**config.mk**
```make
export PLATFORM = sky130hd
export DESIGN_NAME = hazard_scoreboard
export DESIGN_NICKNAME = d
export VERILOG_FILES = /design/src/rtl/pipe_pkg.sv /design/src/rtl/hazard_scoreboard_tag_hit.sv /design/src/rtl/hazard_scoreboard.sv
export SDC_FILE = /design/constraint.sdc
export NUM_CORES = 1
export LEC_CHECK = 0
export CAP_MARGIN = 20
export CORE_MARGIN = 2
export CORE_UTILIZATION = 45
export CTS_CLUSTER_SIZE = 20
export DETAILED_ROUTE_END_ITERATION = 8
export PLACE_DENSITY = 0.81
export SLEW_MARGIN = 10
export SYNTH_ARGS = -nofsm -noshare
export SYNTH_HDL_FRONTEND = slang
export SYNTH_SLANG_ARGS = --single-unit
```
**constraint.sdc**
```tcl
create_clock -name clk -period 2.3 [get_ports clk]
set_input_delay 0.345 -clock clk [delete_from_list [all_inputs] [get_ports clk]]
set_output_delay 0.345 -clock clk [all_outputs]
set_load 0.05 [all_outputs]
```
**src/rtl/pipe_pkg.sv**
```systemverilog
// Shared pipeline types: destination tags and
// forwarding select encodings.
package pipe_pkg;

  localparam int REG_W = 3;

  typedef struct packed {
    logic             v;
    logic [REG_W-1:0] rdst;
    logic             ld;
  } tag_t;

  localparam logic [1:0] NOF = 2'b00;
  localparam logic [1:0] MEF = 2'b10;
  localparam logic [1:0] WBF = 2'b11;

endpackage

```
**src/rtl/hazard_scoreboard_tag_hit.sv**
```systemverilog
// Compares the ID sources against one in-flight
// tag; hits only on a valid load destination.
module tag_hit
  import pipe_pkg::*;
(
  input  logic             id_valid,
  input  tag_t             slot,
  input  logic [REG_W-1:0] rsrc1,
  input  logic [REG_W-1:0] rsrc2,
  input  logic             use1,
  input  logic             use2,
  output logic             hit
);

  logic m1;
  logic m2;

  // source match against an unresolved load
  always_comb begin
    m1  = use1 && (rsrc1 == slot.rdst);
    m2  = use2 && (rsrc2 == slot.rdst);
    hit = id_valid && slot.v && slot.ld
       && (m1 || m2);
  end

endmodule

```
**src/rtl/hazard_scoreboard.sv**
```systemverilog
// Destination-tag scoreboard for EX/ME/WB with
// load-use bubble insertion and stall counter.
module hazard_scoreboard #(
  parameter int REG_W = 3,
  parameter int CNT_W = 16
) (
  input  logic             clk,
  input  logic             rst_n,
  input  logic             id_valid,
  input  logic [REG_W-1:0] id_rsrc1,
  input  logic [REG_W-1:0] id_rsrc2,
  input  logic             id_use1,
  input  logic             id_use2,
  input  logic             id_wen,
  input  logic [REG_W-1:0] id_rdst,
  input  logic             id_is_load,
  input  logic             mem_stall,
  input  logic             flush,
  output logic             stall,
  output logic             bubble,
  output logic             me_valid,
  output logic [REG_W-1:0] me_rdst,
  output logic             wb_valid,
  output logic [REG_W-1:0] wb_rdst,
  output logic [CNT_W-1:0] load_stall_cnt
);

  import pipe_pkg::*;

  tag_t             ex_q, ex_d;
  tag_t             me_q, me_d;
  logic             wb_v_q, wb_v_d;
  logic [REG_W-1:0] wb_rdst_q, wb_rdst_d;
  logic [CNT_W-1:0] cnt_q, cnt_d;
  logic             hit_ex;
  logic             hit_me;
  logic             load_hazard;

  tag_hit u_hit_ex (
    .id_valid (id_valid),
    .slot     (ex_q),
    .rsrc1    (id_rsrc1),
    .rsrc2    (id_rsrc2),
    .use1     (id_use1),
    .use2     (id_use2),
    .hit      (hit_ex)
  );

  tag_hit u_hit_me (
    .id_valid (id_valid),
    .slot     (me_q),
    .rsrc1    (id_rsrc1),
    .rsrc2    (id_rsrc2),
    .use1     (id_use1),
    .use2     (id_use2),
    .hit      (hit_me)
  );

  assign load_hazard = hit_ex || hit_me;

  // priority: freeze > flush > load bubble > advance
  always_comb begin
    ex_d      = ex_q;
    me_d      = me_q;
    wb_v_d    = wb_v_q;
    wb_rdst_d = wb_rdst_q;
    cnt_d     = cnt_q;
    stall     = 1'b0;
    bubble    = 1'b0;
    if (mem_stall) begin
      stall = 1'b1;
    end else begin
      wb_v_d    = me_q.v;
      wb_rdst_d = me_q.rdst;
      me_d      = ex_q;
      if (flush) begin
        bubble  = 1'b1;
        ex_d.v  = 1'b0;
        ex_d.ld = 1'b0;
      end else if (load_hazard) begin
        stall   = 1'b1;
        bubble  = 1'b1;
        ex_d.v  = 1'b0;
        ex_d.ld = 1'b0;
        if (!(&cnt_q)) cnt_d = cnt_q + 1'b1;
      end else begin
        ex_d.v    = id_valid && id_wen;
        ex_d.rdst = id_rdst;
        ex_d.ld   = id_is_load && id_valid
                 && id_wen;
      end
    end
  end

  // slot and counter registers, sync reset
  always_ff @(posedge clk) begin
    if (!rst_n) begin
      ex_q      <= '0;
      me_q      <= '0;
      wb_v_q    <= 1'b0;
      wb_rdst_q <= '0;
      cnt_q     <= '0;
    end else begin
      ex_q      <= ex_d;
      me_q      <= me_d;
      wb_v_q    <= wb_v_d;
      wb_rdst_q <= wb_rdst_d;
      cnt_q     <= cnt_d;
    end
  end

  assign me_valid       = me_q.v && !me_q.ld;
  assign me_rdst        = me_q.rdst;
  assign wb_valid       = wb_v_q;
  assign wb_rdst        = wb_rdst_q;
  assign load_stall_cnt = cnt_q;

endmodule

```
==> flow_summary.yaml <==
status:
  outcome: "completed"
route:
  route.detailed.drc: 0
  first_pass_iters: 4
  drt-total-wl_microns: 3600
  avgRoutedWirePerCell_microns: 13.3
  drtIter0Drc: 87
  vias: 1453
  via_per_inst: 5.34
  ant_nets: 0
global_routing:
  grt_pass1_wl_microns: 5660
  grt_use_total_pct: 17.7
  antenna_found_initial: 0
  grt_max_degree: 44
  grt.overflow.total: 0
  grt_pass1_vias: 1279
synth:
  synthMostInstantiatedCell: "dfxtp_1"
  synth_common_cells: "dfxtp_1 (30), mux2i_1 (17), nand2_1 (16)"
  synth_warnings: 0
  syn-num-nets: 195
  synth_seq_cells: 30
  async_reset_ff_share_pct: 0
  synth.area.top_cells: "dfxtp_1 (38%), mux2i_1 (11%), xnor2_1 (7.2%)"
  synth_edf_count: 0
  yosysTopAreaCellShare_pct: 37.7
  synth_area_leader_cell: "dfxtp_1"
  ys_seq_area_share_pct: 37.7
  synth_top_flop_cell: "dfxtp_1"
  yosysUniqueCellTypes: 33
  avgSynthCellArea_sq_um: 9.04
  netlist_area_sq_um: 1590
  synthCells: 176
power:
  p_leak_nw: 0.813
  ir_drop_mv: 0.247
  p_per_area_nw_per_um2: 433
  fin_total_pwr_w: 0.000950
worst_setup_path:
  worst_setup_path_end_kind: "output pin"
  cp_data_arrival_time_ps: 1910
  slowest_delay_ps: 420
  startpoint_type: "register"
  path_cells: "xnor2_1, nand4_1, a21oi_2, buf_4, nor2_1, o21bai_1, clkbuf_16"
  crit_type: "reg -> out"
  critPathRequiredTime_ps: 1960
  crit_fanout: 4
  slowest_stage: "dfxtp_1"
die:
  die_area_sq_um: 4030
  chipHeight_microns: 63.5
  io_pins: 44
  start_util_pct: 47.3
  coreArea_sq_um: 3360
  die_w_microns: 63.5
  rows: 21
finish:
  fin_nets: 245
  drive_above_1_share_pct: 12.4
  n_antenna_cell: 0
  fillCellCount: 303
  area_delta_synth_final_pct: 37.8
clocking:
  cts_hold_buf: 0
  cts_tree: "done"
  insertion_delay_ps: 340
  numClockSinks: 30
  cts-root-buf: "clkbuf_4"
  clk_pin_slew_ps: 90
  numCtsBuffers: 5
  clockBufferDepth: 2
  cts-htree-levels: 2
timing:
  worstMarginPinSlew_ps: 578
  fin_skew_ps: 11.6
  min_period_ps: 2260
  fmax_ghz: 0.443
  maxSlewHeadroom_pct: 61.4
  maxSlewViolCount: 0
  worst_slack_ps: 43.1
  hold_viol: 0
  finalCritPeriodShare_pct: 98.1
  setup_viol: 0
flow_run:
  cap_violations: 0
place:
  post-place-ws_ps: -80.5
  port_buffers: 43
  dp_hpwl_microns: 2510
  gp_congestion: 0.814
worst_hold_path:
  hold_path.class: "reg -> reg"
-- cells in the final DEF, fill, tap and decap left out, types with 2 or more instances in the layout --
cell and instances:
or4_1 3, clkinv_2 2, nand4_1 8, o21bai_1 2, a21boi_1 5, xnor2_1 13
dfxtp_2 3, nand2b_1 7, dfxtp_1 27, nand2_1 16, o211ai_1 3, clkbuf_4 5
nor2_1 4, nor4_1 5, o31ai_1 6, nand3_1 13, inv_1 3, a21oi_2 2
or3_1 3, o21ai_0 4, dlymetal6s2s_1 6, buf_4 11, clkdlybuf4s50_1 35, nor2b_1 11
mux2i_1 17
-- registers in the layout, indices dropped and copies added (netlist names) --
| signal | cells |
|---|---|
| me_rdst | 3 |
| load_stall_cnt | 16 |
| me_q | 2 |
| wb_valid | 1 |
| wb_rdst | 3 |
| ex_q | 5 |
-- final timing paths --
kind                           start                 end  slack, ps  depth (start not counted)
hold reg to reg   load_stall_cnt[11]  load_stall_cnt[11]        510                          2
setup reg to reg   load_stall_cnt[3]   load_stall_cnt[1]        230                          7
hold / removal    load_stall_cnt[11]  load_stall_cnt[11]        510                          2
setup / recovery             ex_q[2]               stall         40                          7
-- logic make-up after synthesis --
family / count (synthesis) / synth area share, %
XOR/XNOR: 13 / 7.15
adder cells (fa/ha/maj): 1 / 0.786
AND/OR/NAND/NOR: 74 / 26.3
multiplexers: 17 / 10.7
flip-flops: 30 / 37.7
buffers and inverters: 14 / 4.95
AO/OA/AOI/OAI: 27 / 12.3
-- critical path, delay by kind of cell (launching register included) --
family	cells	cell delay (ps)
xor+xnor	1	150
compound gates	2	440
flops	1	420
simple gates	2	210
buf+inv	2	360
-- metrics by stage --
step | instance area [sq um] | util (%) | setup TNS (ps) | hold WS, ps | instances
after floorplan | 1590 | - | 0 | 474 | 176
after global placement | 2110 | 62.6 | -48.2 | 480 | 264
after detailed placement | 2110 | 62.6 | -188 | 490 | 264
after CTS | 2160 | 64.3 | 0 | 507 | 271
after global routing | 2190 | 65.2 | -80.6 | 516 | 272
final | 2190 | 65.2 | 0 | 508 | 272
-- layout make-up --
cell class,instances,area [sq um],share of cell area (%)
well taps,46,57.6,2.62
clock buffers,5,37.5,1.71
clock inverters,2,10.0,0.456
multi-input cells,132,920,41.9
flip-flops and latches,30,604,27.6
inverters,3,11.3,0.513
repair buffers,54,553,25.2
-- per-layer routing --
metal,GRT usage (%),wire (microns)
met2,28.2,1630
met3,4.82,310
met4,8.97,70
met5,0,0
met1,22.0,1590
-- repair_timing --
item | CTS | global route
gates resized for setup | 2 | 10
setup endpoints to repair | 1 | 2
setup buffers | 0 | 1
cloned | 0 | 0
pin swaps | 1 | 6
-- report_power, final --
group          switching [W]  total (W)  leakage (nW)  internal [W]
clock               0.000188   0.000297        0.0308      0.000110
combinational      0.0000563   0.000121         0.539     0.0000644
sequential        0.00000699   0.000532         0.244      0.000525
total               0.000251   0.000950         0.813      0.000699
(Power assumes the default switching activity.)
==> edit 1 (same settings) <==
`REG_W` is set to 3 in 2 places; all go to 2.
--- a/src/rtl/pipe_pkg.sv
+++ b/src/rtl/pipe_pkg.sv
@@ -2,7 +2,7 @@
 // forwarding select encodings.
 package pipe_pkg;
 
-  localparam int REG_W = 3;
+  localparam int REG_W = 2;
 
   typedef struct packed {
     logic             v;
--- a/src/rtl/hazard_scoreboard.sv
+++ b/src/rtl/hazard_scoreboard.sv
@@ -1,7 +1,7 @@
 // Destination-tag scoreboard for EX/ME/WB with
 // load-use bubble insertion and stall counter.
 module hazard_scoreboard #(
-  parameter int REG_W = 3,
+  parameter int REG_W = 2,
   parameter int CNT_W = 16
 ) (
   input  logic             clk,
Interface: changed (5 resized); port bits go from 44 to 39. The function was not compared with the original's and may differ.
==> edit 1 against the original RTL <==
  * Synthesized area is 11% lower
  * Wire length is 7.7% lower
  * Clock skew is 0.0096 ns lower
  * Worst setup slack better by 0.065 ns
  * Total power is 17% lower
  * Design area is 13% lower
  * Fmax is 3.0% higher
  * Die area is 10% lower
  * Sequential cell count is 3 lower
  * Largest cell class unchanged
  * Largest power group unchanged
==> edit 1: results (changes against the original RTL) <==
<table>
<tr><th>Metric</th><th>Value</th></tr>
<tr><th colspan="2">Critical path</th></tr>
<tr><td>Launching instance or port of the critical path</td><td>id_rsrc2[0]</td></tr>
<tr><td>Capturing instance or port of the critical path</td><td>bubble</td></tr>
<tr><td>Worst R2R End</td><td>load_stall_cnt[13]$_SDFFE_PN0P_</td></tr>
<tr><td>Slack of the worst reg-to-reg path</td><td>0.28 ns (+0.05 ns)</td></tr>
<tr><th colspan="2">Cells and area</th></tr>
<tr><td>Final layout net count</td><td>216 (-12%)</td></tr>
<tr><td>Fraction of layout instances using a drive strength above 1</td><td>8.54% (-3.8 points)</td></tr>
<tr><th colspan="2">Power and ir drop</th></tr>
<tr><td>Combinational group share of total power</td><td>13.7% (+1.0 points)</td></tr>
<tr><td>Portion of total power attributed to the clock network</td><td>25.7% (-5.6 points)</td></tr>
<tr><td>Highest ir drop seen on vdd</td><td>0.000218 V (-11%)</td></tr>
<tr><td>Leakage Power</td><td>0.672 nW (-17%)</td></tr>
<tr><th colspan="2">Detailed routing</th></tr>
<tr><td>Number of violations reported at the end of detailed-routing iteration 0</td><td>39 (-55%)</td></tr>
<tr><td>Drt wl/cell</td><td>13.7 um (+3.4%)</td></tr>
<tr><td>Detail-routed via count per cell</td><td>5.44 (+1.8%)</td></tr>
<tr><th colspan="2">Synthesis</th></tr>
<tr><td>Most frequent cells after synthesis</td><td>dfxtp_1 (27), nor2_1 (16), nand2_1 (15)</td></tr>
<tr><td>Number of distinct library cells after synthesis</td><td>37 (+12%)</td></tr>
<tr><th colspan="2">Placed design</th></tr>
<tr><td>Count of buffers inserted at the top-level ports</td><td>38 (-12%)</td></tr>
<tr><td>Detailed placer's ending HPWL</td><td>2530 um (+0.49%)</td></tr>
<tr><th colspan="2">STA</th></tr>
<tr><td>Maximum clock skew at final layout</td><td>0.00204 ns (-0.00960 ns)</td></tr>
<tr><td>Pin slew with the least headroom to its limit</td><td>0.508 ns (-0.0700 ns)</td></tr>
<tr><th colspan="2">Clock tree</th></tr>
<tr><td>CTS clk-pin slew, worst paths</td><td>0.14 ns (+0.05 ns)</td></tr>
<tr><td>H-tree lvl count</td><td>1 (-1)</td></tr>
<tr><td>Source-to-sink clock delay at the later pin of the worst-skew pair</td><td>0.32 ns (-0.02 ns)</td></tr>
<tr><th colspan="2">Global route</th></tr>
<tr><td>Gr usage total</td><td>20.7% (+3.0 points)</td></tr>
<tr><td>Wire length of the first global-routing pass</td><td>5750 um (+1.6%)</td></tr>
<tr><td>Number of global-route vias before repair</td><td>1255 (-1.9%)</td></tr>
<tr><th colspan="2">Worst hold path</th></tr>
<tr><td>Hold endpoint</td><td>ex_q[3]$_SDFFE_PN0N_</td></tr>
<tr><th colspan="2">Outcome</th></tr>
<tr><td>Run status</td><td>finished, final reports clean</td></tr>
</table>
-- edit 1: cell types whose count changed after synthesis, moves of 5 or more --
cell / change
a21boi_1: -5
nand4_1: -5
nor2_1: +12
nor2b_1: -10
-- edit 1: final cells by class --
cell class	instances	area (um^2)
Tap cell	44	55.1
Fill cell	267	1120
Inverter	3	11.3
Timing Repair Buffer	42	430
Multi-Input combinational cell	123	842
Clock buffer	4	26.3
Sequential cell	27	541
-- edit 1: critical path, stage by stage --
cell             delay, ns
clkdlybuf4s50_1       0.52
xnor2_1               0.15
nand3_1               0.16
a21oi_4               0.18
or2_4                 0.15
nor2_1                0.05
nor2_2                0.14
buf_12                0.15
-- edit 1: cell families (layout without fill, tap and decap cells) --
family / after synthesis / count (layout) / share of synthesized area [%]
compound gates: 25 / 25 / 14.6
xor+xnor: 13 / 13 / 8.02
fa+ha+maj: 1 / 1 / 0.882
buf+inv: 9 / 49 / 2.91
flops: 27 / 27 / 38.1
mux: 13 / 13 / 9.17
simple gates: 71 / 71 / 26.4
-- edit 1: per-layer routing --
layer | vias to the layer above | wire length (um) | track usage, % | part of all wire [%]
met5 | - | 0 | 0 | 0
li1 | 654 | - | - | -
met1 | 620 | 1570 | 28.2 | 47
met4 | 0 | 25 | 5.71 | 0.75
met2 | 44 | 1580 | 33.5 | 48
met3 | 3 | 151 | 3.46 | 4.5
-- edit 1: per-stage QoR --
stage,setup slack (ns),instances,cell area (um^2),hold slack (ns),util [%]
finish,0.109,243,1910,0.510,62.9
global route,0.0177,243,1910,0.542,62.9
CTS,0.0317,243,1900,0.506,62.9
detailed placement,-0.0455,239,1870,0.487,61.9
global placement,0.0470,239,1870,0.475,61.9
floorplan,0.200,159,1420,0.466,-
==> edit 2 (same settings) <==
Without the edit above. Put one more register stage on the output `load_stall_cnt`, with the module's reset. The value now appears one clock later. The other outputs are not delayed to match.
--- a/src/rtl/hazard_scoreboard.sv
+++ b/src/rtl/hazard_scoreboard.sv
@@ -113,7 +113,13 @@
   assign me_rdst        = me_q.rdst;
   assign wb_valid       = wb_v_q;
   assign wb_rdst        = wb_rdst_q;
-  assign load_stall_cnt = cnt_q;
+  always_ff @(posedge clk) begin
+    if (!rst_n) begin
+      load_stall_cnt <= '0;
+    end else begin
+      load_stall_cnt <= cnt_q;
+    end
+  end
 
 endmodule
 
Function: changed (a bounded check fails within 4 cycles, from zero or initial values and one cycle with rst_n low).
==> edit 2 against the original RTL <==
  * Design area is 21% higher
  * Sequential cell count is 16 higher
  * Synthesized area is 26% higher
  * Via count is 13% higher
  * Fmax is 3.8% higher
  * Total power is 52% higher
  * Wire length is 7.2% higher
  * Worst setup slack better by 0.083 ns
  * Highest routed layer unchanged
==> edit 2: results (changes against the original RTL) <==
<table>
<tr><th>Metric</th><th>Value</th></tr>
<tr><th colspan="2">Synthesis</th></tr>
<tr><td>Number of distinct library cells after synthesis</td><td>40 (+21%)</td></tr>
<tr><td>Most frequent cells after synthesis</td><td>dfxtp_1 (46), nor2_1 (24), mux2i_1 (13)</td></tr>
<tr><td>Sequential cell area fraction in the yosys report</td><td>45.9% (+8.2 points)</td></tr>
<tr><td>Adder and majority gate portion of the synthesized area</td><td>0.624% (-0.16 points)</td></tr>
<tr><td>Synthesized Nets</td><td>229 (+17%)</td></tr>
<tr><td>Xor and xnor area share after synthesis</td><td>7.37% (+0.21 points)</td></tr>
<tr><td>Mux cell area share after synthesis</td><td>8.18% (-2.5 points)</td></tr>
<tr><th colspan="2">Detailed routing</th></tr>
<tr><td>Number of violations reported at the end of detailed-routing iteration 0</td><td>88 (+1.1%)</td></tr>
<tr><td>Met2 wirelength from detailed routing</td><td>1850 um (+13%)</td></tr>
<tr><td>M1 wire length</td><td>1710 um (+7.7%)</td></tr>
<tr><th colspan="2">Clock tree</th></tr>
<tr><td>Source-to-sink clock delay at the later pin of the worst-skew pair</td><td>0.30 ns (-0.04 ns)</td></tr>
<tr><td>Clock Root Buffer</td><td>clkbuf_8</td></tr>
<tr><th colspan="2">Placed design</th></tr>
<tr><td>Detailed placer's ending HPWL</td><td>2900 um (+15%)</td></tr>
<tr><td>Placement-stage worst setup slack</td><td>-0.0962 ns (-0.0157 ns)</td></tr>
<tr><td>Area after DPL</td><td>0.00254 mm^2 (+21%)</td></tr>
<tr><td>Gp weighted congestion</td><td>0.754 (-7.3%)</td></tr>
<tr><th colspan="2">STA</th></tr>
<tr><td>Maximum clock skew at final layout</td><td>0.00208 ns (-0.00956 ns)</td></tr>
<tr><td>Pin slew with the least headroom to its limit</td><td>0.522 ns (-0.0559 ns)</td></tr>
<tr><th colspan="2">Global route</th></tr>
<tr><td>Wire length of the first global-routing pass</td><td>6640 um (+17%)</td></tr>
<tr><td>Gr usage total</td><td>16.7% (-1.1 points)</td></tr>
<tr><td>Largest net degree at the start of global routing</td><td>28 (-36%)</td></tr>
<tr><th colspan="2">Critical path</th></tr>
<tr><td>Data arrival at the endpoint of the critical path</td><td>1.83 ns (-0.08 ns)</td></tr>
<tr><th colspan="2">Worst hold path</th></tr>
<tr><td>Min-delay src</td><td>wb_valid$_SDFFE_PN0N_</td></tr>
<tr><th colspan="2">Power and ir drop</th></tr>
<tr><td>Leakage Power</td><td>1.01 nW (+24%)</td></tr>
<tr><th colspan="2">Cells and area</th></tr>
<tr><td>Final layout net count</td><td>280 (+14%)</td></tr>
<tr><td>Fraction of layout instances using a drive strength above 1</td><td>13.7% (+1.4 points)</td></tr>
<tr><td>FILL cells</td><td>381 (+26%)</td></tr>
<tr><th colspan="2">Outcome</th></tr>
<tr><td>Run status</td><td>finished, final reports clean</td></tr>
</table>
edit 2: changes by cell type in the layout (fill, tap and decap cells not counted), moves of 6 or more:
cell	change
dfxtp_1	+19
nor2_1	+20
and2_1	+11
clkbuf_8	+6
dlymetal6s2s_1	-6
o21ai_0	+8
nor2b_1	-10
clkdlybuf4s50_1	+6
edit 2: through the flow:
stage	std cells	power (mW)	TNS, ns	util, %
after global routing	314	1.50	0	61.1
after CTS	314	1.46	0	61.1
after global placement	306	0.960	-0.181	58.9
final	314	1.44	0	61.1
after detailed placement	306	0.962	-0.268	58.9
after floorplan	210	0.901	0	-
edit 2: worst max-delay path by stage:
stage | cells after the start | end | from | slack (ns)
floorplan | 5 | stall | me_rdst[1]$_SDFFE_PN0N_ | 0.21
global placement | 7 | cnt_q[15]$_SDFFE_PN0P_ | id_rsrc2[1] | -0.07
detailed placement | 7 | cnt_q[15]$_SDFFE_PN0P_ | id_rsrc2[1] | -0.1
CTS | 7 | stall | id_rsrc2[1] | 0.07
global route | 7 | stall | id_rsrc2[1] | 0.02
finish | 7 | stall | id_rsrc2[1] | 0.13
edit 2: metal layers:
metal / vias up / GRT usage, %
li1: 829 / -
met1: 755 / 20.0
met2: 46 / 27.8
met3: 7 / 5.84
met4: 0 / 5.87
met5: - / 0
edit 2: what timing repair did:
item                                    CTS  global route
gates cloned                              0             0
gates resized for setup                   1             1
endpoints found under the setup margin    1             1
edit 2: kinds of logic (layout without fill, tap and decap cells):
| group | after synthesis | in the layout |
|---|---|---|
| buf+inv | 16 | 68 |
| mux | 16 | 16 |
| fa+ha+maj | 1 | 1 |
| xor+xnor | 16 | 16 |
| simple gates | 85 | 85 |
| compound gates | 30 | 30 |
| flops | 46 | 46 |
edit 2: final cells by class:
type / instances / area [um^2] / share of cell area (%)
Clock buffer: 7 / 86.3 / 3.27
Clock inverter: 1 / 5.00 / 0.189
Inverter: 6 / 22.5 / 0.852
Multi-Input combinational cell: 148 / 1010 / 38.2
Sequential cell: 46 / 921 / 34.8
Tap cell: 52 / 65.1 / 2.46
Timing Repair Buffer: 54 / 533 / 20.2
edit 2: worst max-delay path, cell delays in order:
cell	delay, ns
clkdlybuf4s50_1	0.53
xnor2_1	0.13
nand4_1	0.16
a21oi_2	0.20
nor2_1	0.11
o21bai_2	0.18
buf_12	0.16
edit 2: power by group through the flow:
stage	registers, mW	clock network (mW)	logic, mW
2_1_floorplan	0.828	0	0.0727
3_3_place_gp	0.828	0	0.132
3_5_place_dp	0.828	0	0.134
4_1_cts	0.809	0.513	0.135
5_1_grt	0.810	0.547	0.145
6_report	0.809	0.500	0.134
